**src/rtl/rep_code_pkg.sv**
```systemverilog
// Shared constants and types for the repetition-code link (encoder and decoder).
// Contents: default word width / repetition factor, FSM state enum,
// counter-width helper.
package rep_code_pkg;

    localparam int unsigned DATA_W_DEFAULT = 8;
    localparam int unsigned REP_DEFAULT    = 3;

    typedef enum logic {
        IDLE = 1'b0,
        SEND = 1'b1
    } tx_state_e;

    // Width of a counter that must hold 0..n-1, never narrower than one bit.
    function automatic int unsigned cnt_w(input int unsigned n);
        return (n <= 2) ? 1 : $clog2(n);
    endfunction

endpackage

```
**src/rtl/rep_chip_counter.sv**
```systemverilog
// Chip/bit position counter for the repetition encoder.
// Ports:
//   clk, rst     clock, async active-high reset
//   load_i       restart at bit 0, chip 0 (new word); wins over en_i
//   en_i         advance one chip
//   rep_term_c   current chip is the last repetition of its bit
//   first_c      position is bit 0, chip 0
//   last_c       position is the final chip of the word
module rep_chip_counter
    import rep_code_pkg::*;
#(
    parameter int unsigned DATA_W = DATA_W_DEFAULT,
    parameter int unsigned REP    = REP_DEFAULT
) (
    input  logic clk,
    input  logic rst,
    input  logic load_i,
    input  logic en_i,
    output logic rep_term_c,
    output logic first_c,
    output logic last_c
);

    localparam int unsigned BIT_W = cnt_w(DATA_W);
    localparam int unsigned REP_W = cnt_w(REP);

    logic [BIT_W-1:0] bit_idx_q, bit_idx_d;
    logic [REP_W-1:0] rep_idx_q, rep_idx_d;
    logic             bit_term;

    assign rep_term_c = (rep_idx_q == REP_W'(REP - 1));
    assign bit_term   = (bit_idx_q == BIT_W'(DATA_W - 1));
    assign first_c    = (bit_idx_q == '0) && (rep_idx_q == '0);
    assign last_c     = bit_term && rep_term_c;

    // Next position; after the final chip both counters return to zero.
    always_comb begin
        bit_idx_d = bit_idx_q;
        rep_idx_d = rep_idx_q;
        if (load_i) begin
            bit_idx_d = '0;
            rep_idx_d = '0;
        end else if (en_i) begin
            if (rep_term_c) begin
                rep_idx_d = '0;
                bit_idx_d = bit_term ? '0 : bit_idx_q + BIT_W'(1);
            end else begin
                rep_idx_d = rep_idx_q + REP_W'(1);
            end
        end
    end

    always_ff @(posedge clk or posedge rst) begin
        if (rst) begin
            bit_idx_q <= '0;
            rep_idx_q <= '0;
        end else begin
            bit_idx_q <= bit_idx_d;
            rep_idx_q <= rep_idx_d;
        end
    end

endmodule

```
**src/rtl/rep_encoder_tx.sv**
```systemverilog
// Repetition-code serial transmitter: accepts a parallel word, emits each bit
// LSB-first repeated REP times as a valid/ready chip stream.
// Ports:
//   clk, rst            clock, async active-high reset
//   in_data/valid/ready word input handshake (in_ready depends on tx_ready)
//   tx_chip/valid/ready chip output handshake
//   tx_first, tx_last   markers for the first and final chip of a word
//   busy                a word is loaded and not fully sent
module rep_encoder_tx
    import rep_code_pkg::*;
#(
    parameter int unsigned DATA_W = DATA_W_DEFAULT,
    parameter int unsigned REP    = REP_DEFAULT
) (
    input  logic              clk,
    input  logic              rst,
    input  logic [DATA_W-1:0] in_data,
    input  logic              in_valid,
    output logic              in_ready,
    output logic              tx_chip,
    output logic              tx_valid,
    input  logic              tx_ready,
    output logic              tx_first,
    output logic              tx_last,
    output logic              busy
);

    tx_state_e         state_q, state_d;
    logic [DATA_W-1:0] shreg_q, shreg_d;
    logic              chip_acc;
    logic              word_acc;
    logic              rep_term;
    logic              pos_first;
    logic              pos_last;

    rep_chip_counter #(
        .DATA_W (DATA_W),
        .REP    (REP)
    ) u_cnt (
        .clk        (clk),
        .rst        (rst),
        .load_i     (word_acc),
        .en_i       (chip_acc && !word_acc),
        .rep_term_c (rep_term),
        .first_c    (pos_first),
        .last_c     (pos_last)
    );

    assign tx_valid = (state_q == SEND);
    assign busy     = (state_q == SEND);
    assign tx_chip  = shreg_q[0];
    assign tx_first = tx_valid && pos_first;
    assign tx_last  = tx_valid && pos_last;
    assign chip_acc = tx_valid && tx_ready;
    // Accepting on the final chip lets consecutive words run without a bubble.
    assign in_ready = (state_q == IDLE) || (chip_acc && tx_last);
    assign word_acc = in_valid && in_ready;

    // Next state and shift register.
    always_comb begin
        state_d = state_q;
        shreg_d = shreg_q;
        case (state_q)
            IDLE: begin
                if (word_acc) begin
                    state_d = SEND;
                    shreg_d = in_data;
                end
            end
            SEND: begin
                if (word_acc) begin
                    shreg_d = in_data;
                end else if (chip_acc) begin
                    if (rep_term) begin
                        shreg_d = shreg_q >> 1;
                    end
                    if (tx_last) begin
                        state_d = IDLE;
                    end
                end
            end
            default: state_d = IDLE;
        endcase
    end

    always_ff @(posedge clk or posedge rst) begin
        if (rst) begin
            state_q <= IDLE;
            shreg_q <= '0;
        end else begin
            state_q <= state_d;
            shreg_q <= shreg_d;
        end
    end

endmodule

```
**config.mk**
```make
export PLATFORM = sky130hd
export DESIGN_NAME = rep_encoder_tx
export DESIGN_NICKNAME = d
export VERILOG_FILES = /design/src/rtl/rep_code_pkg.sv /design/src/rtl/rep_chip_counter.sv /design/src/rtl/rep_encoder_tx.sv
export SDC_FILE = /design/constraint.sdc
export NUM_CORES = 1
export LEC_CHECK = 0
export CORE_MARGIN = 4
export CORE_UTILIZATION = 45
export CTS_CLUSTER_DIAMETER = 120
export CTS_CLUSTER_SIZE = 25
export DETAILED_ROUTE_END_ITERATION = 16
export PLACE_DENSITY = 0.73
export REMOVE_ABC_BUFFERS = 1
export SKIP_CTS_REPAIR_TIMING = 1
export SYNTH_ARGS = -nofsm -noshare
export SYNTH_HDL_FRONTEND = slang
export SYNTH_SLANG_ARGS = --single-unit
export TNS_END_PERCENT = 20
```
**constraint.sdc**
```tcl
create_clock -name clk -period 2 [get_ports clk]
set_clock_uncertainty 0.1 [all_clocks]
set_input_delay 0.6 -clock clk [delete_from_list [all_inputs] [get_ports clk]]
set_output_delay 0.6 -clock clk [all_outputs]
set_load 0.01 [all_outputs]
```
==> results.md, run 1 <==
Synth:
- Of the post-synthesis cell area, the dominant cell type holds 0.484.
- Counting flops with an async set or reset pin after synthesis yields a share of 1.00.
- The biggest area consumer among synthesized cells is sky130_fd_sc_hd__dfrtp_1.
- The portion of the post-synthesis area used by sequential elements is 0.484.
- Among all flip-flop cells after synthesis, the most frequent one is sky130_fd_sc_hd__dfrtp_1.
- By area the synthesized netlist is led by sky130_fd_sc_hd__dfrtp_1, sky130_fd_sc_hd__mux2i_1, sky130_fd_sc_hd__a21oi_1, sky130_fd_sc_hd__ha_1, sky130_fd_sc_hd__nor2_1.
- The number of synthesis warnings is 0.
- The synthesized cell area is approximately 720 um2.
- The average cell area after synthesis is 10.1 um2.
- In the post-synthesis netlist, the cell with the most instances is sky130_fd_sc_hd__dfrtp_1.
- The gate count of the mapped netlist is between 70 and 80.
- Sorting the synthesized cells by how often they occur yields sky130_fd_sc_hd__dfrtp_1, sky130_fd_sc_hd__a21oi_1, sky130_fd_sc_hd__nor2_1.
- The count of flip-flops with a built-in enable after synthesis is 0.
- The synthesized netlist contains 18 unique library cells.
- The synthesized flop and latch total is 14.

Clock tree:
- The number of clock buffers added by TritonCTS is 3.
- The cell at the root of the clock tree is sky130_fd_sc_hd__clkbuf_4.
- CTS built an H-tree with a depth of 1.
- The clock drives 14 sinks.
- Clock latency on the worst-skew pair, taken at its later pin, is 0.28 ns.
- The clock transition at the registers of the reported paths is 0.08 ns.
- The maximum buffer depth of the clock tree is 2.
- TritonCTS built the clock tree.

STA:
- Of the available clock period, the critical path in the final layout requires 1.04.
- Setup repair after global routing could not meet its margin everywhere.
- The final worst setup slack is -0.0854 ns.
- The tightest hold path in the finished design has a slack of 0.425 ns.
- The total of endpoints with negative setup slack in the final report is 3.
- The final count of hold timing violations is 0.
- The final count of pins violating max slew is 0.
- The smallest clock period supported by the final layout is computed as 2.09 ns.
- Timing would allow up to 480 MHz.
- The worst slew margin relative to its limit is 0.653.
- For the pin with the worst max-slew slack, the measured transition is 0.520 ns.

Finish:
- The ratio of cells with drive above 1 in the final layout is 0.264.
- The area added between synthesis and finish is 50.8%.
- The repair_antennas step left the layout with diodes totalling 0.
- Fill cells in the final layout number approximately 120.
- The net count of the finished layout is around 120.

Critical path:
- For this run, the slowest stage of the critical path takes 0.43 ns.
- The buffer and inverter count on the worst path is 1.
- The category of the worst setup path capture point is a primary output.
- The family of cells with the greatest summed delay on the critical path is flip-flops.
- Tracing the worst setup path back leads to its startpoint at u_cnt.bit_idx_q[0].
- The critical path's most frequent cell is sky130_fd_sc_hd__ha_4.
- The cell with the largest stage delay on the worst path is sky130_fd_sc_hd__dfrtp_1.
- Traced cell by cell, the critical path runs through ha_4, ha_4, nand4b_1, nand2_1, buf_2.
- The sort of element at the start of the critical path is a flop.
- The startpoint of the worst register-to-register path is u_cnt.bit_idx_q[0].
- The critical path in this run is classified as reg -> out.
- For the worst setup path, the data arrival time is 1.39 ns.
- The largest fanout of any net on the critical path is 4.
- The critical path data required time is 1.30 ns.

Floorplanning:
- The initial core utilization is 0.481.
- The standard cell core area is 1510 um2.
- Pin placement for this block handled 18 I/O pins.
- The die footprint is 2320 um2.
- The row count is 14.
- The vertical die dimension is 48.1 um.
- The die outline width is between 40 and 50 um.

Placed design:
- The count of buffers from port buffering is 17.
- The detailed-placement wirelength estimate is 1.16 mm.
- The routability congestion estimate is 0.688.
- At the placement stage, the worst setup path has a slack of -0.554 ns.

GRT:
- The initial antenna violation count was 0.
- The global-route total usage across every layer is 0.157.
- The maximum number of pins on one net before global-route repair is 17.
- The first global-routing pass estimated between 2 and 2.5 mm of wire.
- Summed over all layers, the global routing overflow is 0.
- The via count of the first global-routing pass is 557.

Drt:
- In this run the remaining antenna-violating nets after routing total 0.
- The DRC violation count after routing is 0.
- The via count is 639.
- Wires add up to 1.47 mm.
- In the routed layout, each cell is associated on average with a via count of 5.24.
- After detailed routing, the average wire length per cell comes to about 12 um.
- The detailed router finished its first iteration with 3 violations.
- For this run, the detailed router's first-pass iteration total came to 4.

Worst hold path:
- The source of the worst hold timing path is u_cnt.rep_idx_q[1].
- The path class of the tightest hold or removal check is reg -> reg.

Run status:
- The flow ran to the end, but the final reports show violations.
- The checks that failed: negative setup slack.

Power and ir drop:
- The cell leakage power is 0.487 nW.
- The power consumption is 1.11 mW.
- The maximum VDD drop is 0.538 mV.
- For this design the ratio of total power to cell area is 1020 nW/um2.

Run:
- The max-capacitance violation count is 0.
## layer usage
layer,GRT usage,share of wire,up-vias
met1,0.171,0.42,306
met2,0.259,0.51,8
met3,0.0590,0.051,5
met4,0.0968,0.024,0
met5,0,0,-
li1,-,-,320
## registers in the layout (all words and copies together), names as in the netlist
register	cells
busy	1
shreg_q	8
u_cnt.bit_idx_q	3
u_cnt.rep_idx_q	2
## path summary, 6_finish.rpt
check                                      to  slack [ns]  cells after the start
hold / removal             u_cnt.rep_idx_q[1]        0.43                      1
setup reg to reg                   shreg_q[3]        0.24                      8
min in group asynchronous          shreg_q[3]        0.54                      2
max in group asynchronous                busy        0.89                      2
setup / recovery                     in_ready       -0.09                      5
hold reg to reg            u_cnt.rep_idx_q[1]        0.43                      1
## cells in the final DEF (no fill, tap or decap), drive strengths merged
cell type	n
or3	1
dlymetal6s2s	3
clkdlybuf4s50	11
a21oi	11
a32o	1
nand4b	2
nor2b	1
dfrtp	14
ha	3
and4b	1
nand3	3
buf	17
mux2i	8
nand2	4
inv	5
clkbuf	6
nor2	10
nor3b	1
o21ai	4
## power breakdown
group	switching [mW]	internal, mW
clock network	0.0921	0.111
registers	0.0848	0.398
logic	0.184	0.242
## final cells by class
cell class | count | area (um2) | share of cell area
Clock buffer | 4 | 36.3 | 0.0332
Inverter | 5 | 18.8 | 0.0172
Multi-Input combinational cell | 50 | 358 | 0.328
Sequential cell | 14 | 352 | 0.322
Tap cell | 16 | 20.0 | 0.0183
Timing Repair Buffer | 33 | 308 | 0.282
## kinds of logic (layout without fill, tap and decap cells)
| logic type | Yosys count | in the layout | synth area share |
|---|---|---|---|
| adder cells (fa/ha/maj) | 3 | 3 | 0.0518 |
| multiplexers | 8 | 8 | 0.111 |
| AO/OA/AOI/OAI | 16 | 16 | 0.138 |
| flip-flops | 14 | 14 | 0.484 |
| AND/OR/NAND/NOR | 23 | 23 | 0.159 |
| buffers and inverters | 8 | 42 | 0.0570 |
## through the flow
| stage | cell area [um2] | cells | TNS, ns | util |
|---|---|---|---|---|
| after global routing | 1090 | 122 | -0.380 | 0.725 |
| after floorplan | 702 | 69 | 0 | - |
| after CTS | 1060 | 120 | -1.56 | 0.703 |
| after detailed placement | 1020 | 116 | -2.13 | 0.679 |
| after global placement | 1020 | 116 | -1.67 | 0.679 |
| final | 1090 | 122 | -0.152 | 0.725 |
No activity file was read; power rests on OpenSTA's default activity.
==> run 2: changes to the inputs <==
--- a/config.mk
+++ b/config.mk
@@ -5,8 +5,10 @@
 export SDC_FILE = /design/constraint.sdc
 export NUM_CORES = 1
 export LEC_CHECK = 0
+export CORE_ASPECT_RATIO = 1.1
 export CORE_MARGIN = 4
 export CORE_UTILIZATION = 45
+export CTS_BUF_LIST = sky130_fd_sc_hd__clkbuf_4
 export CTS_CLUSTER_DIAMETER = 120
 export CTS_CLUSTER_SIZE = 25
 export DETAILED_ROUTE_END_ITERATION = 16
==> run 2 against run 1 <==
  * Highest routed layer unchanged
  * Via count decreased by 4.1%
  * Worst setup slack got worse by 0.067 ns
  * Combinational power about the same
  * Non-clock buffer count down 3
  * Cell area shrank 3.9%
  * Power is 4.6% lower
  * Critical path depth unchanged
  * The run still ends with negative setup slack left
  * Final cell count shrank 2.5%
  * Critical endpoint unchanged
  * Fmax down 3.1%
==> results.md, run 2 (same netlist as run 1, synthesis figures left out) <==
Run status:
- Outcome: finished with violations (unchanged).
- Violations in the final reports: negative setup slack (unchanged).

Drt:
- The via count is 613 (was 639).
- The met3 wire length is 83 um (was 75 um).
- The via count normalized by instance count was 5.15 (was 5.24).
- The total length of routed met2 wires is 750 um (was 749 um).
- The routed wire length per instance was 12.7 um (was 12.1 um).
- The DRC violation count after routing came to 0 (unchanged).
- The remaining antenna violation count came to 0 (unchanged).
- The number of DRC violations after detailed-routing iteration 0 is 2 (was 3).
- The total routed wirelength is 1.52 mm (was 1.47 mm).
- The detailed-routing iteration count for the pre-antenna-repair pass came to 4 (unchanged).
- The highest signal layer in the routed design is met4 (unchanged).
- The routed length on met1 is 672 um (was 612 um).

GRT:
- The final global-route overflow total is 0 (unchanged).
- The global-route total usage across every layer came to 0.147 (was 0.157).
- The via count of the first global-routing pass is 609 (was 557).
- The initial antenna violation count is 0 (unchanged).
- The wire length of the first global-routing pass is 2.54 mm (was 2.39 mm).
- The maximum number of pins on one net before global-route repair came to 17 (unchanged).

Worst hold path:
- The source of the worst hold timing path is shreg_q[5] (was u_cnt.rep_idx_q[1]).
- The number of cells traversed by the worst hold path is 2 (was 1).
- The end point of the most critical hold path is shreg_q[5] (was u_cnt.rep_idx_q[1]).
- The class of the worst hold path is reg -> reg (unchanged).

Placed design:
- The count of buffers from port buffering is 17 (unchanged).
- The detailed-placement wirelength estimate is 1.15 mm (was 1.16 mm).
- The number of cells in the design after placement came to 115 (was 116).
- The routability congestion estimate is 0.748 (was 0.688).

Finish:
- The post-layout instance count excluding filler cells was 119 (was 122).
- The count of filler cells inserted in the layout is 111 (was 117).
- The most frequent standard cell in the layout excluding fill and tap cells is sky130_fd_sc_hd__dfrtp_1 (was sky130_fd_sc_hd__buf_4).
- The area taken by flip-flops and latches is 352 um2 (unchanged).
- The total number of nets in the final design is 119 (was 122).
- The register containing the most flip-flops in the final layout is shreg_q (unchanged).
- Leading registers by flop count: shreg_q: 8 flops, u_cnt.bit_idx_q: 3 flops, u_cnt.rep_idx_q: 2 flops (unchanged).
- The flip-flop count of the largest register after layout came to 8 (unchanged).
- The number of diodes added for antenna fixing is 0 (unchanged).
- Top library cells by usage in the layout, fill and taps aside: sky130_fd_sc_hd__dfrtp_1, sky130_fd_sc_hd__a21oi_1, sky130_fd_sc_hd__clkdlybuf4s50_1, sky130_fd_sc_hd__buf_4, sky130_fd_sc_hd__nor2_1 (was sky130_fd_sc_hd__buf_4, sky130_fd_sc_hd__dfrtp_1, sky130_fd_sc_hd__a21oi_1, sky130_fd_sc_hd__clkdlybuf4s50_1, sky130_fd_sc_hd__nor2_1).
- The area added between synthesis and finish is 44.9% (was 50.8%).
- The ratio of cells with drive above 1 in the final layout is 0.233 (was 0.264).
- The total area of multi-input combinational cells is 348 um2 (was 358 um2).

Clock tree:
- The clock latency on the worst-skew pair came to 0.27 ns (was 0.28 ns).
- The cell at the root of the clock tree is sky130_fd_sc_hd__clkbuf_4 (unchanged).
- The H-tree depth came to 1 (unchanged).
- The TritonCTS clock tree is yes (unchanged).
- The clock sink count is 14 (unchanged).
- The clock transition at the registers of the reported paths is 0.08 ns (about the same).
- The total CTS buffers is 3 (unchanged).
- The maximum buffer depth of the clock tree is 2 (unchanged).

Critical path:
- The flop-to-flop setup slack came to 0.25 ns (was 0.24 ns).
- The family of cells with the greatest summed delay on the critical path is flip-flops (unchanged).
- The cell with the largest stage delay on the worst path is sky130_fd_sc_hd__dfrtp_1 (unchanged).
- The critical path class is reg -> out (unchanged).
- The critical path data arrival time came to 1.45 ns (was 1.39 ns).
- The reg-to-reg endpoint is shreg_q[4] (was shreg_q[3]).
- The startpoint of the worst register-to-register path is u_cnt.bit_idx_q[1] (was u_cnt.bit_idx_q[0]).
- Critical path cell sequence: ha_2, ha_4, nand4b_1, nand2_1, buf_2 (was ha_4, ha_4, nand4b_1, nand2_1, buf_2).
- The largest fanout of any net on the critical path is 3 (was 4).
- The category of the worst setup path capture point is a primary output (unchanged).
- The stage delay of the slowest cell on the critical path is 0.39 ns (was 0.43 ns).
- The sort of element at the start of the critical path is a flop (unchanged).
- The length in cells of the worst reg-to-reg path is 7 (was 8).
- The buffer and inverter count on the worst path is 1 (unchanged).
- The critical path data required time is 1.30 ns (about the same).

STA:
- Setup repair after global routing missed its margin: true (unchanged).
- The minimum clock period is 2.15 ns (was 2.09 ns).
- The transition at the pin with the smallest max-transition slack came to 0.511 ns (was 0.520 ns).
- The total of endpoints with negative setup slack in the final report is 2 (was 3).
- The highest clock frequency the design can meet is 465 MHz (was 480 MHz).
- The final count of pins violating max slew is 0 (unchanged).
- The final count of hold timing violations is 0 (unchanged).
- The final worst setup slack was -0.152 ns (was -0.0854 ns).
- The final worst-path cycle share is 1.08 (was 1.04).
- The worst slew margin relative to its limit is 0.659 (was 0.653).

Power and ir drop:
- The power consumption is 1.06 mW (was 1.11 mW).
- The cell leakage power is 0.467 nW (was 0.487 nW).
- The power density relative to cell area is 1010 nW/um2 (was 1020 nW/um2).
- The maximum VDD drop is 0.649 mV (was 0.538 mV).

Floorplanning:
- The I/O pin total came to 18 (unchanged).
- The standard cell core area is 1440 um2 (was 1510 um2).
- The initial core utilization is 0.504 (was 0.481).
- The die footprint came to 2320 um2 (about the same).
- The row count is 14 (unchanged).
- The vertical die dimension was 50.1 um (was 48.1 um).
- The die outline width is 46.3 um (was 48.1 um).

Run:
- The max-capacitance violation count is 0 (unchanged).
[run 2: cell count changes in the layout (fill, tap and decap cells not counted), sizes merged]
cell,change
buf,-2
clkbuf,-2
clkinv,+1
[run 2: worst max path at each step]
stage | cells past startpoint | to | start | slack, ns
floorplan | 4 | in_ready | u_cnt.bit_idx_q[0] | 0.24
global placement | 4 | in_ready | tx_ready | -0.66
finish | 5 | in_ready | u_cnt.bit_idx_q[1] | -0.15
detailed placement | 4 | in_ready | tx_ready | -0.68
global route | 5 | in_ready | u_cnt.bit_idx_q[1] | -0.22
CTS | 4 | in_ready | tx_ready | -0.70
[run 2: cell type report]
| class | instances | area share |
|---|---|---|
| inverter | 5 | 0.0179 |
| clock buffer | 3 | 0.0215 |
| tap | 16 | 0.0191 |
| multi-input combinational | 50 | 0.331 |
| sequential | 14 | 0.335 |
| clock inverter | 1 | 0.00358 |
| timing repair buffer | 30 | 0.272 |
[run 2: power breakdown]
group / total (mW) / switching (mW) / internal, mW
combinational: 0.429 / 0.191 / 0.238
clock: 0.157 / 0.0847 / 0.0722
sequential: 0.474 / 0.0767 / 0.398
total: 1.06 / 0.352 / 0.708
[run 2: layer usage]
layer / vias to the layer above / GRT usage
met5: - / 0
met4: 0 / 0.0569
met3: 2 / 0.0327
met2: 15 / 0.255
met1: 282 / 0.167
li1: 314 / -
[run 2: worst register-to-register path: cells and delay by family, from the launching register on]
family / cells / cell delay, ns
mux: 1 / 0.21
fa+ha+maj: 2 / 0.33
simple gates: 1 / 0.19
buf+inv: 1 / 0.15
compound gates: 2 / 0.30
flops: 1 / 0.36
[run 2: per-stage QoR]
| stage | utilization | hold WS (ns) | worst slack (ns) | setup TNS, ns | area [um2] |
|---|---|---|---|---|---|
| floorplan | - | 0.389 | 0.237 | 0 | 702 |
| global placement | 0.706 | 0.405 | -0.656 | -1.49 | 1010 |
| detailed placement | 0.706 | 0.422 | -0.676 | -1.98 | 1010 |
| CTS | 0.725 | 0.443 | -0.695 | -1.64 | 1040 |
| global route | 0.731 | 0.458 | -0.224 | -0.362 | 1050 |
| finish | 0.731 | 0.439 | -0.152 | -0.156 | 1050 |
==> run 3: changes to the inputs <==
--- a/config.mk
+++ b/config.mk
@@ -7,12 +7,12 @@
 export LEC_CHECK = 0
 export CORE_ASPECT_RATIO = 1.1
 export CORE_MARGIN = 4
-export CORE_UTILIZATION = 45
+export CORE_UTILIZATION = 49
 export CTS_BUF_LIST = sky130_fd_sc_hd__clkbuf_4
 export CTS_CLUSTER_DIAMETER = 120
 export CTS_CLUSTER_SIZE = 25
 export DETAILED_ROUTE_END_ITERATION = 16
-export PLACE_DENSITY = 0.73
+export PLACE_DENSITY = 0.79
 export REMOVE_ABC_BUFFERS = 1
 export SKIP_CTS_REPAIR_TIMING = 1
 export SYNTH_ARGS = -nofsm -noshare
==> run 3 against run 2 <==
  * The run still ends with negative setup slack left
  * Worst setup slack improved by 0.079 ns
  * Power rose by 0.54%
  * Global-route usage up 1.5 points
  * Cell area is 3.6% higher
  * Count of clock-buffer cells in the layout unchanged
  * Critical path depth did not move
  * Die area fell by 6.8%
  * Highest routed layer unchanged
==> results.md, run 3 (same netlist as run 1, synthesis figures left out) <==
Critical path:
- The sort of element at the start of the critical path is a flop (unchanged).
- The critical path data arrival time is 1.37 ns (was 1.45 ns).
- The startpoint of the worst register-to-register path is u_cnt.bit_idx_q[1] (unchanged).
- The largest fanout of any net on the critical path was 3 (unchanged).
- The flop-to-flop setup slack is 0.07 ns (was 0.25 ns).
- The reg-to-reg endpoint was shreg_q[4] (unchanged).
- The critical path data required time came to 1.30 ns (about the same).
- The critical path class is reg -> out (unchanged).
- The category of the worst setup path capture point is a primary output (unchanged).
- The length in cells of the worst reg-to-reg path is 9 (was 7).

Clock tree:
- The clock sink count came to 14 (unchanged).
- The H-tree depth came to 1 (unchanged).
- The TritonCTS clock tree is yes (unchanged).
- The clock transition at the registers of the reported paths is 0.09 ns (was 0.08 ns).
- The maximum buffer depth of the clock tree is 2 (unchanged).
- The total CTS buffers is 3 (unchanged).
- The cell at the root of the clock tree is sky130_fd_sc_hd__clkbuf_4 (unchanged).
- The clock latency on the worst-skew pair is 0.27 ns (about the same).

Drt:
- The DRC violation count after routing is 0 (unchanged).
- The via count normalized by instance count was 4.98 (was 5.15).
- The via count is 617 (was 613).
- The detailed-routing iteration count for the pre-antenna-repair pass is 4 (unchanged).
- The total routed wirelength is 1.52 mm (about the same).
- The routed wire length per instance was 12.3 um (was 12.7 um).
- The number of DRC violations after detailed-routing iteration 0 is 3 (was 2).
- The remaining antenna violation count is 0 (unchanged).

STA:
- The final count of pins violating max slew is 0 (unchanged).
- The worst slew margin relative to its limit is 0.654 (was 0.659).
- The final count of hold timing violations was 0 (unchanged).
- The final hold slack came to 0.432 ns (was 0.439 ns).
- The minimum clock period is 2.07 ns (was 2.15 ns).
- The transition at the pin with the smallest max-transition slack is 0.518 ns (was 0.511 ns).
- Setup repair after global routing missed its margin: true (unchanged).
- The final worst-path cycle share was 1.04 (was 1.08).
- The highest clock frequency the design can meet is 482 MHz (was 465 MHz).
- The total of endpoints with negative setup slack in the final report was 2 (unchanged).
- The final worst setup slack is -0.0728 ns (was -0.152 ns).

Placed design:
- The count of buffers from port buffering came to 17 (unchanged).
- The routability congestion estimate is 0.733 (was 0.748).
- The detailed-placement wirelength estimate was 1.19 mm (was 1.15 mm).
- The number of cells in the design after placement is 117 (was 115).

Finish:
- The total number of nets in the final design is 124 (was 119).
- Leading registers by flop count: shreg_q: 8 flops, u_cnt.bit_idx_q: 3 flops, u_cnt.rep_idx_q: 2 flops (unchanged).
- The number of diodes added for antenna fixing is 0 (unchanged).
- The flip-flop count of the largest register after layout was 8 (unchanged).
- The area added between synthesis and finish is 50.1% (was 44.9%).
- The ratio of cells with drive above 1 in the final layout is 0.269 (was 0.233).
- Top library cells by usage in the layout, fill and taps aside: sky130_fd_sc_hd__buf_4, sky130_fd_sc_hd__dfrtp_1, sky130_fd_sc_hd__a21oi_1, sky130_fd_sc_hd__clkdlybuf4s50_1, sky130_fd_sc_hd__nor2_1 (was sky130_fd_sc_hd__dfrtp_1, sky130_fd_sc_hd__a21oi_1, sky130_fd_sc_hd__clkdlybuf4s50_1, sky130_fd_sc_hd__buf_4, sky130_fd_sc_hd__nor2_1).
- The post-layout instance count excluding filler cells came to 124 (was 119).
- The most frequent standard cell in the layout excluding fill and tap cells is sky130_fd_sc_hd__buf_4 (was sky130_fd_sc_hd__dfrtp_1).
- The register containing the most flip-flops in the final layout is shreg_q (unchanged).

Run status:
- Outcome: finished with violations (unchanged).
- Violations in the final reports: negative setup slack (unchanged).

Floorplanning:
- The vertical die dimension came to 48.3 um (was 50.1 um).
- The initial core utilization is 0.524 (was 0.504).
- The die outline width was 44.7 um (was 46.3 um).
- The standard cell core area is 1380 um2 (was 1440 um2).
- The die footprint is 2160 um2 (was 2320 um2).
- The I/O pin total is 18 (unchanged).
- The row count is 14 (unchanged).

Power and ir drop:
- The cell leakage power is 0.490 nW (was 0.467 nW).
- The maximum VDD drop came to 0.695 mV (was 0.649 mV).
- The power density relative to cell area is 981 nW/um2 (was 1010 nW/um2).

Worst hold path:
- The end point of the most critical hold path is shreg_q[2] (was shreg_q[5]).
- The source of the worst hold timing path is shreg_q[2] (was shreg_q[5]).
- The class of the worst hold path is reg -> reg (unchanged).
- The number of cells traversed by the worst hold path was 2 (unchanged).

GRT:
- The via count of the first global-routing pass is 677 (was 609).
- The initial antenna violation count is 0 (unchanged).
- The wire length of the first global-routing pass is 2.66 mm (was 2.54 mm).
- The maximum number of pins on one net before global-route repair is 17 (unchanged).
- The final global-route overflow total is 0 (unchanged).
- The global-route total usage across every layer is 0.163 (was 0.147).

Run:
- The max-capacitance violation count is 0 (unchanged).
## run 3: cell count changes in the layout (fill, tap and decap cells not counted)
cell                       change
sky130_fd_sc_hd__buf_4         +5
sky130_fd_sc_hd__clkbuf_2      +1
sky130_fd_sc_hd__buf_2         -1
## run 3: power by group
part           internal (mW)  switching, mW  leakage [nW]  total, mW
logic                  0.239          0.193         0.316      0.431
registers              0.398         0.0772         0.159      0.475
clock network         0.0721         0.0877        0.0154      0.160
total                  0.709          0.357         0.490       1.07
## run 3: worst max-delay path by stage
stage	from	to	slack, ns
final	u_cnt.bit_idx_q[1]	in_ready	-0.07
after global routing	u_cnt.bit_idx_q[1]	in_ready	-0.15
after CTS	tx_ready	in_ready	-0.59
after detailed placement	tx_ready	in_ready	-0.58
after global placement	tx_ready	in_ready	-0.58
after floorplan	u_cnt.bit_idx_q[0]	in_ready	0.24
## run 3: metal layers
| metal | wire length, um | part of all wire | track usage |
|---|---|---|---|
| met1 | 592 | 0.39 | 0.160 |
| met2 | 855 | 0.56 | 0.313 |
| met3 | 68 | 0.045 | 0.0296 |
| met4 | 6 | 0.0039 | 0.0603 |
| met5 | 0 | 0 | 0 |
## run 3: layout make-up
cell class | instances | area [um2]
Sequential cell | 14 | 352
Multi-Input combinational cell | 50 | 348
Timing Repair Buffer | 35 | 323
Fill cell | 94 | 297
Clock buffer | 3 | 22.5
Tap cell | 16 | 20.0
Inverter | 5 | 18.8
Clock inverter | 1 | 3.75
## run 3: through the flow
stage	area (um2)	util	total power, mW	TNS [ns]	worst slack, ns
2_1_floorplan	702	-	0.704	0	0.237
3_3_place_gp	1030	0.744	0.881	-1.91	-0.580
3_5_place_dp	1030	0.744	0.910	-2.26	-0.580
4_1_cts	1060	0.763	1.07	-1.48	-0.593
5_1_grt	1090	0.786	1.17	-0.358	-0.150
6_report	1090	0.786	1.07	-0.0830	-0.0728
## run 3: worst max-delay path, stage by stage, from the launching register on
cell                       delay (ns)
sky130_fd_sc_hd__dfrtp_1         0.39
sky130_fd_sc_hd__ha_2            0.20
sky130_fd_sc_hd__ha_4            0.16
sky130_fd_sc_hd__nand4b_1        0.12
sky130_fd_sc_hd__nand2_1         0.08
sky130_fd_sc_hd__buf_2           0.14
